[config.mk]
export PLATFORM = sky130hd
export DESIGN_NAME = wptr_full_level
export DESIGN_NICKNAME = d
export VERILOG_FILES = /design/src/rtl/wptr_full_level.sv
export SDC_FILE = /design/constraint.sdc
export NUM_CORES = 1
export LEC_CHECK = 0
export CAP_MARGIN = 0
export CORE_UTILIZATION = 30
export CTS_CLUSTER_SIZE = 14
export DETAILED_ROUTE_END_ITERATION = 8
export HOLD_SLACK_MARGIN = 0.1
export PLACE_DENSITY_LB_ADDON = 0.25
export SLEW_MARGIN = 5
export SYNTH_ARGS = -nofsm -noshare
export SYNTH_HDL_FRONTEND = slang
export SYNTH_SLANG_ARGS = --single-unit
[constraint.sdc]
create_clock -name wclk -period 3 [get_ports wclk]
set_clock_uncertainty 0.1 [all_clocks]
set_input_delay 0.6 -clock wclk [delete_from_list [all_inputs] [get_ports wclk]]
set_output_delay 0.6 -clock wclk [all_outputs]
set_load 0.03 [all_outputs]
[src/rtl/wptr_full_level.sv]
// Write-domain pointer, full/almost-full/programmable-full flags, fill level and
// sticky overflow for the dual-clock Gray-pointer asynchronous FIFO.
module wptr_full_level #(
  parameter int unsigned ADDRSIZE  = 4,
  parameter int unsigned PROG_FULL = 12
) (
  input  logic                wclk,
  input  logic                wrst_n,
  input  logic                winc,
  input  logic [ADDRSIZE:0]   wq2_rptr,
  input  logic                woverflow_clr,
  output logic                wfull,
  output logic                awfull,
  output logic                wprog_full,
  output logic                woverflow,
  output logic [ADDRSIZE:0]   wlevel,
  output logic                wclken,
  output logic [ADDRSIZE-1:0] waddr,
  output logic [ADDRSIZE:0]   wptr
);

  localparam logic [ADDRSIZE:0] PROG_FULL_W = (ADDRSIZE+1)'(PROG_FULL);
  localparam logic [ADDRSIZE:0] ONE         = {{ADDRSIZE{1'b0}}, 1'b1};

  logic [ADDRSIZE:0] wbin;
  logic [ADDRSIZE:0] wbinnext;
  logic [ADDRSIZE:0] wbinnext1;
  logic [ADDRSIZE:0] wgraynext;
  logic [ADDRSIZE:0] wgraynext1;
  logic [ADDRSIZE:0] fullcmp;
  logic [ADDRSIZE:0] rbin_s;
  logic [ADDRSIZE:0] level_next;

  assign wclken     = winc & ~wfull;
  assign waddr      = wbin[ADDRSIZE-1:0];
  assign wbinnext   = wbin + {{ADDRSIZE{1'b0}}, wclken};
  assign wbinnext1  = wbinnext + ONE;
  assign wgraynext  = (wbinnext >> 1) ^ wbinnext;
  assign wgraynext1 = (wbinnext1 >> 1) ^ wbinnext1;

  // Full when the write pointer is exactly one lap ahead of the read pointer.
  assign fullcmp = {~wq2_rptr[ADDRSIZE:ADDRSIZE-1], wq2_rptr[ADDRSIZE-2:0]};

  // Gray to binary: each bit is the XOR of all Gray bits at or above it.
  always_comb begin
    rbin_s = '0;
    for (int unsigned i = 0; i <= ADDRSIZE; i++) begin
      rbin_s[i] = ^(wq2_rptr >> i);
    end
  end

  assign level_next = wbinnext - rbin_s;

  always_ff @(posedge wclk or negedge wrst_n) begin
    if (!wrst_n) begin
      wbin       <= '0;
      wptr       <= '0;
      wfull      <= 1'b0;
      awfull     <= 1'b0;
      wprog_full <= 1'b0;
      wlevel     <= '0;
      woverflow  <= 1'b0;
    end else begin
      wbin       <= wbinnext;
      wptr       <= wgraynext;
      wfull      <= (wgraynext == fullcmp);
      awfull     <= (wgraynext1 == fullcmp);
      wlevel     <= level_next;
      wprog_full <= (level_next >= PROG_FULL_W);
      if (winc && wfull) begin
        woverflow <= 1'b1;
      end else if (woverflow_clr) begin
        woverflow <= 1'b0;
      end
    end
  end

endmodule

### Yosys cells after proc, flatten, opt, wreduce, memory -nomap -nowiden

Cells that the tools add are included.

* add/sub/neg operators: 3
* $mul: 0
* divide/modulo/power cells: 0
* magnitude comparators: 1
* equality and inequality tests: 2
* shift operators: 0
* mux-type cells: 2
* bitwise logic cells: 5
* reduce and logical (&&, ||, !) cells: 7

Operators with widths (count)
* 5-bit parity: 5
* 5-bit equality test: 2
* 4-bit by 5-bit bitwise XOR with 5-bit output: 2
* 5-bit by 1-bit adder with 5-bit output: 1
* 5-bit by 1-bit adder with 5-bit output, second input constant: 1
* 5-bit by 4-bit greater-or-equal comparator with 1-bit output, second input constant: 1
* 5-bit subtractor: 1
* 1-bit 2-to-1 mux: 2
* 2-bit NOT: 1
* 2-bit nonzero test: 1
* 1-bit AND: 1
* 1-bit logical AND: 1
* 1-bit NOT: 1

* register bits: 19
* bits in latches: 0
* bits in writable memories: 0
* ROM bits: 0
* input bits: 9
* output and inout port bits: 19
* memories kept: 0

### Depth between registers and ports, before layout

* word-level depth: 6
* gate-level depth with buffers: 10
* mapped depth without buffers: 10

### Worst setup path after synthesis

OpenSTA, ideal clock, no wires.

* path type: input to register
* start point: in winc
* end point: reg wprog_full
* arrival: 2.822 ns
* path slack: -0.049 ns
* stages: 10
* buffers on the path: 0
* path through: and2b_1 -> and2_1 -> ha_1 -> inv_1 -> xnor2_1 -> ha_1 -> maj3_2 -> a21o_1 -> a311o_1 -> nand3b_1

* longest elaborated chain between the ends: 4

RTL lines
* start, declared: RTL line 9 `input logic winc,`
* 1-bit AND: RTL line 34 `assign wclken = winc & ~wfull;`
* 5-bit by 1-bit adder with 5-bit output: RTL line 36 `assign wbinnext = wbin + {{ADDRSIZE{1'b0}}, wclken};`
* named net wbinnext[1]: RTL line 26 `logic [ADDRSIZE:0] wbinnext;`
* 5-bit subtractor: RTL line 52 `assign level_next = wbinnext - rbin_s;`
* named net level_next[4]: RTL line 32 `logic [ADDRSIZE:0] level_next;`
* 5-bit by 4-bit greater-or-equal comparator with 1-bit output: RTL line 69 `wprog_full <= (level_next >= PROG_FULL_W);`
* end signal, assigned: RTL line 69
* end, declared: RTL line 14 `output logic wprog_full,`

The timed path passes the listed nets, and every way through them passes these cells.
A chain may end at the register's enable or synchronous reset.

### Worst setup path after layout

* start point: in wq2_rptr[4]
* end point: reg wprog_full

* longest elaborated chain between the ends: 3
* elaborated cells between the ends (all ways): 7

RTL lines
* start, declared: RTL line 10 `input logic [ADDRSIZE:0] wq2_rptr,`
* 5-bit parity: RTL line 48 `rbin_s[i] = ^(wq2_rptr >> i);`
* 5-bit subtractor *: RTL line 52
* named net level_next[4]: RTL line 32
* 5-bit by 4-bit greater-or-equal comparator with 1-bit output *: RTL line 69

The timed path passes the listed nets; every way through them passes the cells marked *.

==> metrics.cfg <==
[placed_design]
hpwl_um = 2120
place.gp.congestion = 0.820
placed_cell_area_um2 = 1660
io_buffers = 27

[sta]
setup_viol = 0
fmax_ghz = 0.347
worst_pin_slew_ps = 861
finalHoldViolations = 0
fin_crit_ps = 2890
maxSlewViolCount = 0
max_slew_margin_pct = 42.4
post-route-period-util_pct = 96.2
fin_tns_setup_ps = 0

[layout]
syn_to_final_growth_pct = 58.3
fin_area_um2 = 1770
diodes = 0
layout_commonest_cell = buf_4
layout_common_cells = buf_4, clkdlybuf4s50_1, dfrtp_1
drive_gt1_share_pct = 34.0
fin_util_pct = 51.3
fill_cells = 311
nets = 176

[grt]
grt.total_usage_pct = 16.7
antenna_found_initial = 0
grt_max_degree = 19
grt-ovfl-total = 0
grt_pass1_vias = 1061
grt_pass1_wl_um = 5150

[synthesis]
avgSynthCellArea_um2 = 10.9
syn_inst = 102
ys_seq_area_share_pct = 40.4
synth_edf_count = 0
syn-num-nets = 115
yosysWarnings = 0
synth_area_um2 = 1120
ys_ff_latch = 18
async_reset_ff_share_pct = 100
synth-main-ff-cell = dfrtp_1
yosysUniqueCellTypes = 41

[critical_path]
endpoint_kind = register
worstSetupPathType = input pin to register
crit_family = XOR/XNOR gates
start_kind = input pin
crit_path_cell_trace = clkdlybuf4s15_1 -> xnor3_2 -> xor2_2 -> xnor2_1 -> ha_2 -> inv_2 -> ha_4 -> maj3_2 -> a21o_1 -> a311o_1 -> nand3b_1
cp.required_ps = 3040
critPathArrivalTime_ps = 2920
path_buf_inv = 2
cp_max_fo = 2
critPathSlowestCell = xnor3_2
critPathMaxStageDelay_ps = 410

[run_status]
status = finished, final reports clean

[cts]
path_clk_slew_ps = 80
clockRootBuffer = clkbuf_8
cts.path.max_buffers = 2
worstSkewPairLatency_ps = 250
cts_htree_levels = 1
cts_made_buffers = 3
cts_sinks = 18
cts_tree = done

[power_and_ir_drop]
leakagePower_nw = 0.791
power_density_nw_per_um2 = 1420
ir_drop_mv = 0.397

[route]
drt-initial-drc-count = 29
avgViaCountPerCell = 4.80
drc = 0
firstDrtPassIters = 4
vias = 999
post_drt_wl_per_cell_um = 13.9
totalWireLength_um = 2890
ant_nets = 0

[floorplan]
start_util_pct = 32.4
die_h_um = 63.0
core-area_um2 = 3440
rows = 21
die_w_um = 63.0
io_pins = 28
fp.dieArea_um2 = 3970

[hold_path]
holdCritPathClass = register to register

[flow_run]
max_cap_viol_count = 0

layer usage:
layer	part of all wire, %	global-route usage (%)
met3	3.7	2.37
met4	2.1	8.14
met1	43	20.6
met2	51	28.2
met5	0	0
sequential cells by signal, summed over array words and instances (netlist names):
name,flops
woverflow,1
wprog_full,1
wptr,4
wbin,5
wfull,1
awfull,1
wlevel,5
path summary, 6_finish.rpt:
path	startpoint	endpoint	slack, ps	cells after the start
max in group asynchronous	wrst_n	wlevel[1]	1540	1
max reg2reg	wfull	wprog_full	390	10
min reg2reg	woverflow	woverflow	430	2
min	woverflow	woverflow	430	2
max	wq2_rptr[4]	wprog_full	110	11
min in group asynchronous	wrst_n	wbin[3]	730	1
cell type report:
class	count	area, um2	share of cell area (%)
Multi-Input combinational cell	74	674	38.2
Timing Repair Buffer	58	499	28.3
Sequential cell	18	450	25.5
Tap cell	46	57.6	3.26
Clock buffer	4	55.1	3.12
Inverter	8	30.0	1.70
report_power, final:
| part | switching [mW] | leakage (nW) | total (mW) | internal (mW) |
|---|---|---|---|---|
| Sequential | 0.0714 | 0.216 | 0.441 | 0.370 |
| Clock | 0.0900 | 0.0288 | 0.207 | 0.117 |
| Combinational | 0.932 | 0.546 | 1.87 | 0.934 |
tightest hold or removal path, delay by kind of cell (launching register included):
kind / cells / cell delay (ps)
flops: 1 / 380
buf+inv: 1 / 50
compound gates: 1 / 70
cell families after synthesis:
family | count (synthesis) | share of synthesized area (%)
buf+inv | 10 | 4.04
simple gates | 27 | 13.3
flops | 18 | 40.4
fa+ha+maj | 5 | 5.49
xor+xnor | 21 | 20.5
mux | 2 | 2.35
compound gates | 19 | 13.9
per-stage QoR:
stage | power [mW] | instances | setup WS, ps | hold WS [ps]
after CTS | 2.46 | 207 | 10.5 | 438
after floorplan | 1.46 | 102 | 3.14 | 204
after detailed placement | 2.20 | 203 | -521 | 427
final | 2.51 | 208 | 115 | 435
after global placement | 2.17 | 203 | -459 | 414
after global routing | 2.71 | 208 | -5.93 | 476
cells in the mapped netlist (2+ instances only):
library cell  instances  area share (%)
xor2_1                3             2.4
a211o_1               2             1.6
o211ai_1              2             1.3
nor2_1                5             1.7
nor3_1                4             1.8
ha_1                  4             4.5
and3_1                3             1.7
nand2_1               5             1.7
xnor2_1              14              11
inv_1                 7             2.4
xnor2_2               2             2.9
o21ai_0               4             1.8
o21a_1                2             1.3
dfrtp_1              18              40
timing repair:
action	4_1_cts	5_1_grt
pin swaps	2	8
gates resized for setup	9	8
gates cloned	0	0
hold buffers	0	0
buffers inserted	0	1
setup endpoints to repair	3	2
(Power assumes the default switching activity.)
